$ cat config.mk
export PLATFORM = sky130hd
export DESIGN_NAME = spi_slave_responder
export DESIGN_NICKNAME = d
export VERILOG_FILES = /design/src/rtl/spi_slv_pkg.sv /design/src/rtl/spi_slv_sync.sv /design/src/rtl/spi_slave_responder.sv
export SDC_FILE = /design/constraint.sdc
export NUM_CORES = 1
export LEC_CHECK = 0
export BUFFER_PORTS_ARGS = -buffer_cell sky130_fd_sc_hd__buf_2
export CAP_MARGIN = 20
export CORE_MARGIN = 2
export CORE_UTILIZATION = 50
export DETAILED_ROUTE_END_ITERATION = 10
export MAX_ROUTING_LAYER = met4
export PLACE_DENSITY = 0.71
export SLEW_MARGIN = 20
export SYNTH_ARGS = -nofsm -noshare
export SYNTH_HDL_FRONTEND = slang
export SYNTH_SLANG_ARGS = --single-unit
$ cat constraint.sdc
create_clock -name i_Clk -period 2.1 [get_ports i_Clk]
set_input_delay 0.21 -clock i_Clk [delete_from_list [all_inputs] [get_ports i_Clk]]
set_output_delay 0.21 -clock i_Clk [all_outputs]
set_load 0.05 [all_outputs]
$ cat src/rtl/spi_slv_pkg.sv
// Shared types and constants for the SPI slave responder.
// Holds the controller state enum and the default word width / idle TX pattern.
package spi_slv_pkg;

    typedef enum logic {
        IDLE,
        ACTIVE
    } spi_state_t;

    localparam int         SPI_WORD_W     = 8;
    localparam logic [7:0] SPI_DEFAULT_TX = 8'hFF;

endpackage

$ cat src/rtl/spi_slv_sync.sv
// Multi-flop pin synchronizer with registered rise/fall detection.
// The edge pulses line up one cycle after the synchronized level changes.
module spi_slv_sync #(
    parameter int   STAGES    = 2,
    parameter logic RESET_VAL = 1'b0
) (
    input  logic clk,
    input  logic rst_n,
    input  logic din,
    output logic sync,
    output logic rise,
    output logic fall
);

    logic [STAGES-1:0] chain;
    logic              prev;

    always_ff @(posedge clk or negedge rst_n) begin
        if (!rst_n) begin
            chain <= {STAGES{RESET_VAL}};
            prev  <= RESET_VAL;
            rise  <= 1'b0;
            fall  <= 1'b0;
        end else begin
            chain <= {chain[STAGES-2:0], din};
            prev  <= chain[STAGES-1];
            rise  <= chain[STAGES-1] & ~prev;
            fall  <= ~chain[STAGES-1] & prev;
        end
    end

    assign sync = chain[STAGES-1];

endmodule

$ cat src/rtl/spi_slave_responder.sv
// SPI mode-0 slave: oversampled pins, MOSI deserializer and buffered MISO serializer.
// Define SPI_SLV_MISO_TRISTATE_EN to release MISO to 'z while the slave is deselected.
module spi_slave_responder
    import spi_slv_pkg::*;
#(
    parameter int                WORD_W      = SPI_WORD_W,
    parameter int                SYNC_STAGES = 2,
    parameter logic [WORD_W-1:0] DEFAULT_TX  = WORD_W'(SPI_DEFAULT_TX)
) (
    input  logic              i_Clk,
    input  logic              i_Rst_L,
    input  logic              i_SPI_Clk,
    input  logic              i_SPI_CS_n,
    input  logic              i_SPI_MOSI,
    output logic              o_SPI_MISO,
    input  logic              i_TX_DV,
    input  logic [WORD_W-1:0] i_TX_Byte,
    output logic              o_TX_Ready,
    output logic              o_RX_DV,
    output logic [WORD_W-1:0] o_RX_Byte
);

    localparam int               CNT_W    = (WORD_W > 1) ? $clog2(WORD_W) : 1;
    localparam logic [CNT_W-1:0] LAST_BIT = CNT_W'(WORD_W - 1);

    logic spi_clk_sync, spi_clk_rise, spi_clk_fall;
    logic cs_sync, cs_rise, cs_fall;
    logic mosi_sync, mosi_rise, mosi_fall;

    spi_slv_sync #(.STAGES(SYNC_STAGES), .RESET_VAL(1'b0)) u_sync_clk (
        .clk   (i_Clk),
        .rst_n (i_Rst_L),
        .din   (i_SPI_Clk),
        .sync  (spi_clk_sync),
        .rise  (spi_clk_rise),
        .fall  (spi_clk_fall)
    );

    spi_slv_sync #(.STAGES(SYNC_STAGES), .RESET_VAL(1'b1)) u_sync_cs (
        .clk   (i_Clk),
        .rst_n (i_Rst_L),
        .din   (i_SPI_CS_n),
        .sync  (cs_sync),
        .rise  (cs_rise),
        .fall  (cs_fall)
    );

    spi_slv_sync #(.STAGES(SYNC_STAGES), .RESET_VAL(1'b0)) u_sync_mosi (
        .clk   (i_Clk),
        .rst_n (i_Rst_L),
        .din   (i_SPI_MOSI),
        .sync  (mosi_sync),
        .rise  (mosi_rise),
        .fall  (mosi_fall)
    );

    logic unused_sync;
    assign unused_sync = ^{spi_clk_sync, cs_sync, mosi_rise, mosi_fall};

    spi_state_t        state;
    logic [CNT_W-1:0]  bit_cnt;
    logic [WORD_W-1:0] rx_shift;
    logic [WORD_W-1:0] tx_shift;
    logic [WORD_W-1:0] tx_buf;
    logic              tx_full;
    logic [WORD_W-1:0] rx_next;

    assign rx_next = {rx_shift[WORD_W-2:0], mosi_sync};

    // A word-boundary load drains the buffer; its clear of tx_full wins over a
    // same-cycle write, which was refused anyway because ready was low.
    always_ff @(posedge i_Clk or negedge i_Rst_L) begin
        if (!i_Rst_L) begin
            state     <= IDLE;
            bit_cnt   <= '0;
            rx_shift  <= '0;
            tx_shift  <= DEFAULT_TX;
            tx_buf    <= '0;
            tx_full   <= 1'b0;
            o_RX_DV   <= 1'b0;
            o_RX_Byte <= '0;
        end else begin
            o_RX_DV <= 1'b0;

            if (i_TX_DV && !tx_full) begin
                tx_buf  <= i_TX_Byte;
                tx_full <= 1'b1;
            end

            case (state)
                IDLE: begin
                    if (cs_fall) begin
                        state    <= ACTIVE;
                        bit_cnt  <= '0;
                        tx_shift <= tx_full ? tx_buf : DEFAULT_TX;
                        if (tx_full) begin
                            tx_full <= 1'b0;
                        end
                    end
                end

                ACTIVE: begin
                    if (cs_rise) begin
                        state   <= IDLE;
                        bit_cnt <= '0;
                    end else if (spi_clk_rise) begin
                        rx_shift <= rx_next;
                        if (bit_cnt == LAST_BIT) begin
                            bit_cnt   <= '0;
                            o_RX_Byte <= rx_next;
                            o_RX_DV   <= 1'b1;
                        end else begin
                            bit_cnt <= bit_cnt + CNT_W'(1);
                        end
                    end else if (spi_clk_fall) begin
                        if (bit_cnt == '0) begin
                            tx_shift <= tx_full ? tx_buf : DEFAULT_TX;
                            if (tx_full) begin
                                tx_full <= 1'b0;
                            end
                        end else begin
                            tx_shift <= {tx_shift[WORD_W-2:0], 1'b0};
                        end
                    end
                end

                default: begin
                    state <= IDLE;
                end
            endcase
        end
    end

    assign o_TX_Ready = ~tx_full;

`ifdef SPI_SLV_MISO_TRISTATE_EN
    assign o_SPI_MISO = (state == ACTIVE && !cs_sync) ? tx_shift[WORD_W-1] : 1'bz;
`else
    assign o_SPI_MISO = tx_shift[WORD_W-1];
`endif

endmodule
== Word level (Yosys, flattened, before mapping) ==
Index checks and enable logic that the tools add are counted.

* Flip-flop bits (word level): 49
* Output and inout port bits: 11
* Word-level logic and storage cells: 69
* Input bits: 14

* Eq/ne operators: 6
* Add/sub/neg operators: 1
* Multiplexer cells: 27
* Bitwise gates (word level): 11
* Reductions and logical operators: 7

{| class="wikitable"
|+ Operators by type and width
! kind !! count
|-
| $mux W8 || 6
|-
| $pmux W8 S2 || 1
|-
| $mux W1 || 13
|-
| $mux W3 || 4
|-
| $reduce_and A4 Y1 || 2
|-
| $not A1 Y1 || 7
|-
| $pmux W3 S2 || 1
|-
| $and A1 B1 Y1 || 4
|-
| $ne A2 B1 Y1 const B || 2
|-
| $ne A2 B2 Y1 const B || 2
|-
| $pmux W1 S2 || 2
|-
| $add A3 B1 Y3 const B || 1
|-
| $eq A3 B3 Y1 const B || 1
|-
| $logic_not A3 Y1 || 1
|-
| $ne A3 B1 Y1 const B || 1
|-
| $reduce_and A3 Y1 || 1
|-
| $reduce_and A2 Y1 || 1
|-
| $logic_and A1 B1 Y1 || 1
|-
| $logic_not A1 Y1 || 1
|}

== Longest topological paths before layout ==
* Depth in word-level cells: 9
* Depth in mapped cells: 6
* Mapped depth without buffers: 5

== Hierarchy ==
From an unflattened synthesis, not the netlist that was laid out.

* Cell total of the unflattened synthesis: 143
* Area, all modules: 2035.7 sq um

{| class="wikitable"
|+ Modules (own cells, without submodules)
! module !! area an instance (sq um) !! seq. area each (sq um) !! cells an instance !! times used
|-
| spi_slave_responder || 1611.5 || 935.9 || 122 || 1
|-
| spi_slv_sync at u_sync_clk ... || 140.1 || 125.1 || 7 || 2
|-
| spi_slv_sync at u_sync_cs || 143.9 || 128.9 || 7 || 1
|}

== Least setup slack after synthesis ==
No wires, ideal clock.

* Path kind: reg2reg
* Start: register u_sync_clk.rise
* End: register tx_shift[0]
* Setup slack: 0.671 ns
* Path buffers: 2
* Library setup time: 0.082 ns
* Stages on the path, launching flop included: 6
* Required time: 2.018 ns
* Arrival: 1.347 ns
* Clock period less this slack: 1.429 ns
* Path through: dfrtp_1 nor4bb_1 buf_4 nand2b_1 buf_4 mux2_4

* Cells in the longest elaborated chain, start to end: 2

{| class="wikitable"
|+ RTL lines
! what !! RTL line !! RTL
|-
| start, declared || spi_slv_sync.sv:11 || <nowiki>output logic rise,</nowiki>
|-
| start signal, assigned || spi_slv_sync.sv:27 || <nowiki>rise <= chain[STAGES-1] & ~prev;</nowiki>
|-
| $ne A2 B2 Y1 (no line) || n/a ||
|-
| $reduce_and A4 Y1 (no line) || n/a ||
|-
| end signal, assigned || spi_slave_responder.sv:95 || <nowiki>tx_shift <= tx_full ? tx_buf : DEFAULT_TX;</nowiki>
|-
| end signal, assigned || spi_slave_responder.sv:117 || <nowiki>tx_shift <= tx_full ? tx_buf : DEFAULT_TX;</nowiki>
|-
| end signal, assigned || spi_slave_responder.sv:122 || <nowiki>tx_shift <= {tx_shift[WORD_W-2:0], 1'b0};</nowiki>
|-
| end, declared || spi_slave_responder.sv:63 || <nowiki>logic [WORD_W-1:0] tx_shift;</nowiki>
|}

Every way passes these cells.
A chain may end at the register's enable or synchronous reset.

== Worst setup path in the final report ==
* Start: register state
* End: register o_RX_Byte[7]

* Cells in the longest elaborated chain, start to end: 1

{| class="wikitable"
|+ RTL lines
! what !! RTL line !! RTL
|-
| start, declared || spi_slave_responder.sv:60 || <nowiki>spi_state_t state;</nowiki>
|-
| start signal, assigned || spi_slave_responder.sv:74 || <nowiki>state <= IDLE;</nowiki>
|-
| start signal, assigned || spi_slave_responder.sv:93 || <nowiki>state <= ACTIVE;</nowiki>
|-
| start signal, assigned || spi_slave_responder.sv:104 || <nowiki>state <= IDLE;</nowiki>
|-
| $reduce_and A4 Y1 (no line) || n/a ||
|-
| end signal, assigned || spi_slave_responder.sv:110 || <nowiki>o_RX_Byte <= rx_next;</nowiki>
|-
| end, declared || spi_slave_responder.sv:20 || <nowiki>output logic [WORD_W-1:0] o_RX_Byte</nowiki>
|}

Every way passes these cells.

==> summary.md <==
| Metric | Value |
|---|---|
| Outcome | completed |
| Seq cells post-synth | 49 |
| Simple logic cell fraction of the synthesized area | 13.8% |
| Pre-antenna DRT Iters | 4 |
| Sink Count | 49 |
| H-tree levels | 2 |
| Clock skew after layout | 0.00851 ns |
| Final nets | 204 |
| First-pass GRT wire length | 5.64 mm |
| Largest net degree at the start of global routing | 50 |
| F_max | 638 MHz |
| Endpoint type of the worst setup path | register |
| Startpoint Class | register |
| Deepest clock path buffer count | 2 |
| Leakage power | 1.11 nW |
| Height of the die | 66.7 um |
| Placed wire-length estimate | 2.38 mm |
| Post-route minimum period | 1.57 ns |
| CORE AREA | 3720 um^2 |
| Vias in the first global route | 1,230 |
| Req. time, crit path | 2.28 ns |
| Worst path arrival time | 1.75 ns |
| Sequential element share of the synthesized area | 63.1% |
| Netlist cell types | 30 |
| HP Class | in2reg |
| Syn. warnings | 0 |
| Top post-synthesis cells by area | dfrtp_1 48%, dfstp_2 15%, mux2_1 9.2% |
| Placer Congestion | 0.814 |
| Post-CTS Setup Bufs | 0 |
| IO Count | 25 |
| IO buf count | 24 |
| P&R area growth vs syn | 16.5% |
| Peak supply drop | 0.547 mV |
| Main combinational cell family by area after synthesis | simple AND/OR/NAND/NOR gates |
| EDFF count, synth | 0 |
| Total Wirelength | 3.35 mm |
| Slew Limit Fails | 0 |
| Reg clk slew, reported paths | 0.09 ns |
| Initial DRC count | 136 |
| RSZ-0062 raised after global routing | no |
| Synth Area in Adders | 1.91% |
| Tcrit/Tclk final | 74.6% |
| PostCTS Resize Cnt | 0 |
| Setup Slack @ Placement | 0.554 ns |
| Via density | 5.35 |
| Die width | 66.7 um |
| Die area | 4450 um^2 |
| Post-synth top area cell | dfrtp_1 |
| Compound-Gate Fraction of Synth Area | 7.77% |
| CTS Buf Count | 5 |
| CP Class | reg2reg |
| Pwr per Cell Area | 1140 nW/um^2 |
| Xor/xnor share of the synthesized area | 0% |
| Mapped Cells | 156 |
| Post-synth top area share | 48.4% |
| Hold_buf cts | 2 |
| Tot Pwr | 0.00260 W |
| Synth Cell Area | 1960 um^2 |
| Initial antenna violation count | 0 |
| Mux cell area share after synthesis | 10.4% |
| Syn_area_per_cell | 12.6 um^2 |
| Avg WL per Cell | 14.2 um |
| TritonCTS clock tree | done |
| Final setup TNS | 0 ns |
| Drt drc | 0 |
| Synth async-reset ratio | 100% |
| Total track usage | 18.0% |
| Starting density of the core | 52.9% |
| Fin. Hold Viols | 0 |
| Gr ovfl total | 0 |
| # rows | 22 |
| Max_slew headroom | 65.7% |
| Highest fanout seen on the critical path | 9 |
| Clk Latency, worst-skew pair | 0.29 ns |
| Final WS setup | 0.533 ns |
| Post-route ant nets | 0 |
| # setup viols final | 0 |
| R2R setup slack | 0.53 ns |
| Syn_nets | 173 |
| # diodes | 0 |
| Vias | 1,263 |
| Share of cells above drive strength 1 | 26.1% |
| Actual slew at the worst max-slew pin | 0.515 ns |
| Max-Cap Viols | 0 |
| Root buffer cell | clkbuf_8 |
| Main synth FF type | dfrtp_1 |
[path summary, 6_finish.rpt]
kind	startpoint	endpoint	cells after the start
min reg2reg	u_sync_cs.chain[0]	u_sync_cs.chain[1]	0
max reg2reg	state	o_RX_Byte[7]	3
max in group asynchronous	i_Rst_L	u_sync_cs.prev	3
min in group asynchronous	i_Rst_L	tx_buf[2]	3
min	i_SPI_Clk	u_sync_clk.chain[0]	1
max	state	o_RX_Byte[7]	3
[stage by stage]
| step | util, % | instance area (um^2) | hold slack [ns] | std cells |
|---|---|---|---|---|
| final | 61.6 | 2290 | 0.0208 | 236 |
| after global routing | 61.6 | 2290 | 0.00689 | 236 |
| after CTS | 61.3 | 2280 | 0.00424 | 235 |
| after detailed placement | 57.8 | 2150 | 0.214 | 225 |
| after global placement | 57.8 | 2150 | 0.208 | 225 |
| after floorplan | - | 1960 | -0.0856 | 156 |
[Yosys cell counts, types with 2 or more instances]
master,count
nor3_1,8
a21o_1,2
buf_2,2
nand3_1,8
dfstp_2,11
inv_1,4
ha_1,3
o2bb2ai_1,7
a31oi_1,7
buf_4,3
nor2b_1,6
dfrtp_1,38
nand2_1,22
nand2b_1,4
mux2_1,16
[routing by layer]
layer | track usage, % | share of wire [%] | vias to the layer above
met5 | - | 0 | -
met4 | 8.16 | 1.9 | 0
met3 | 5.74 | 5.2 | 7
met2 | 28.1 | 49 | 33
met1 | 21.5 | 44 | 616
li1 | - | - | 607
[state kept, by name (all words and copies together), names as in the netlist, 2 cells and up]
register / count
tx_shift: 8
u_sync_clk.chain: 2
bit_cnt: 3
u_sync_cs.chain: 2
tx_buf: 8
o_RX_Byte: 8
rx_shift: 7
u_sync_mosi.chain: 2
[critical path, cell delays in order, from the launching register on]
cell,delay [ns]
dfrtp_1,0.47
and3b_1,0.38
nand2_2,0.23
mux2_1,0.37
[placed cells by master, fill, tap and decap left out, types with 4 or more instances in the layout]
| master | n |
|---|---|
| dfrtp_1 | 38 |
| buf_2 | 24 |
| nand2_1 | 22 |
| mux2_1 | 16 |
| dfstp_2 | 11 |
| nand3_1 | 8 |
| nor3_1 | 8 |
| o2bb2ai_1 | 7 |
| a31oi_1 | 7 |
| nor2b_1 | 6 |
| clkbuf_8 | 5 |
| inv_1 | 4 |
| nand2b_1 | 4 |
[logic make-up (layout without fill, tap and decap cells)]
kind of cell    after synthesis  in the layout
compound gates               20             20
fa+ha+maj                     3              3
buf+inv                      12             44
flops                        49             49
mux                          18             18
simple gates                 54             54
[power by group]
part	switching, W	internal [W]
sequential	0.000154	0.00123
clock	0.000291	0.000357
combinational	0.000324	0.000247
[cell type report]
type / count / area (um^2)
Clock buffer: 6 / 72.6
Clock inverter: 2 / 38.8
Fill cell: 308 / 1430
Inverter: 5 / 18.8
Multi-Input combinational cell: 95 / 666
Sequential cell: 49 / 1240
Tap cell: 48 / 60.1
Timing Repair Buffer: 31 / 193
(Power assumes the default switching activity.)
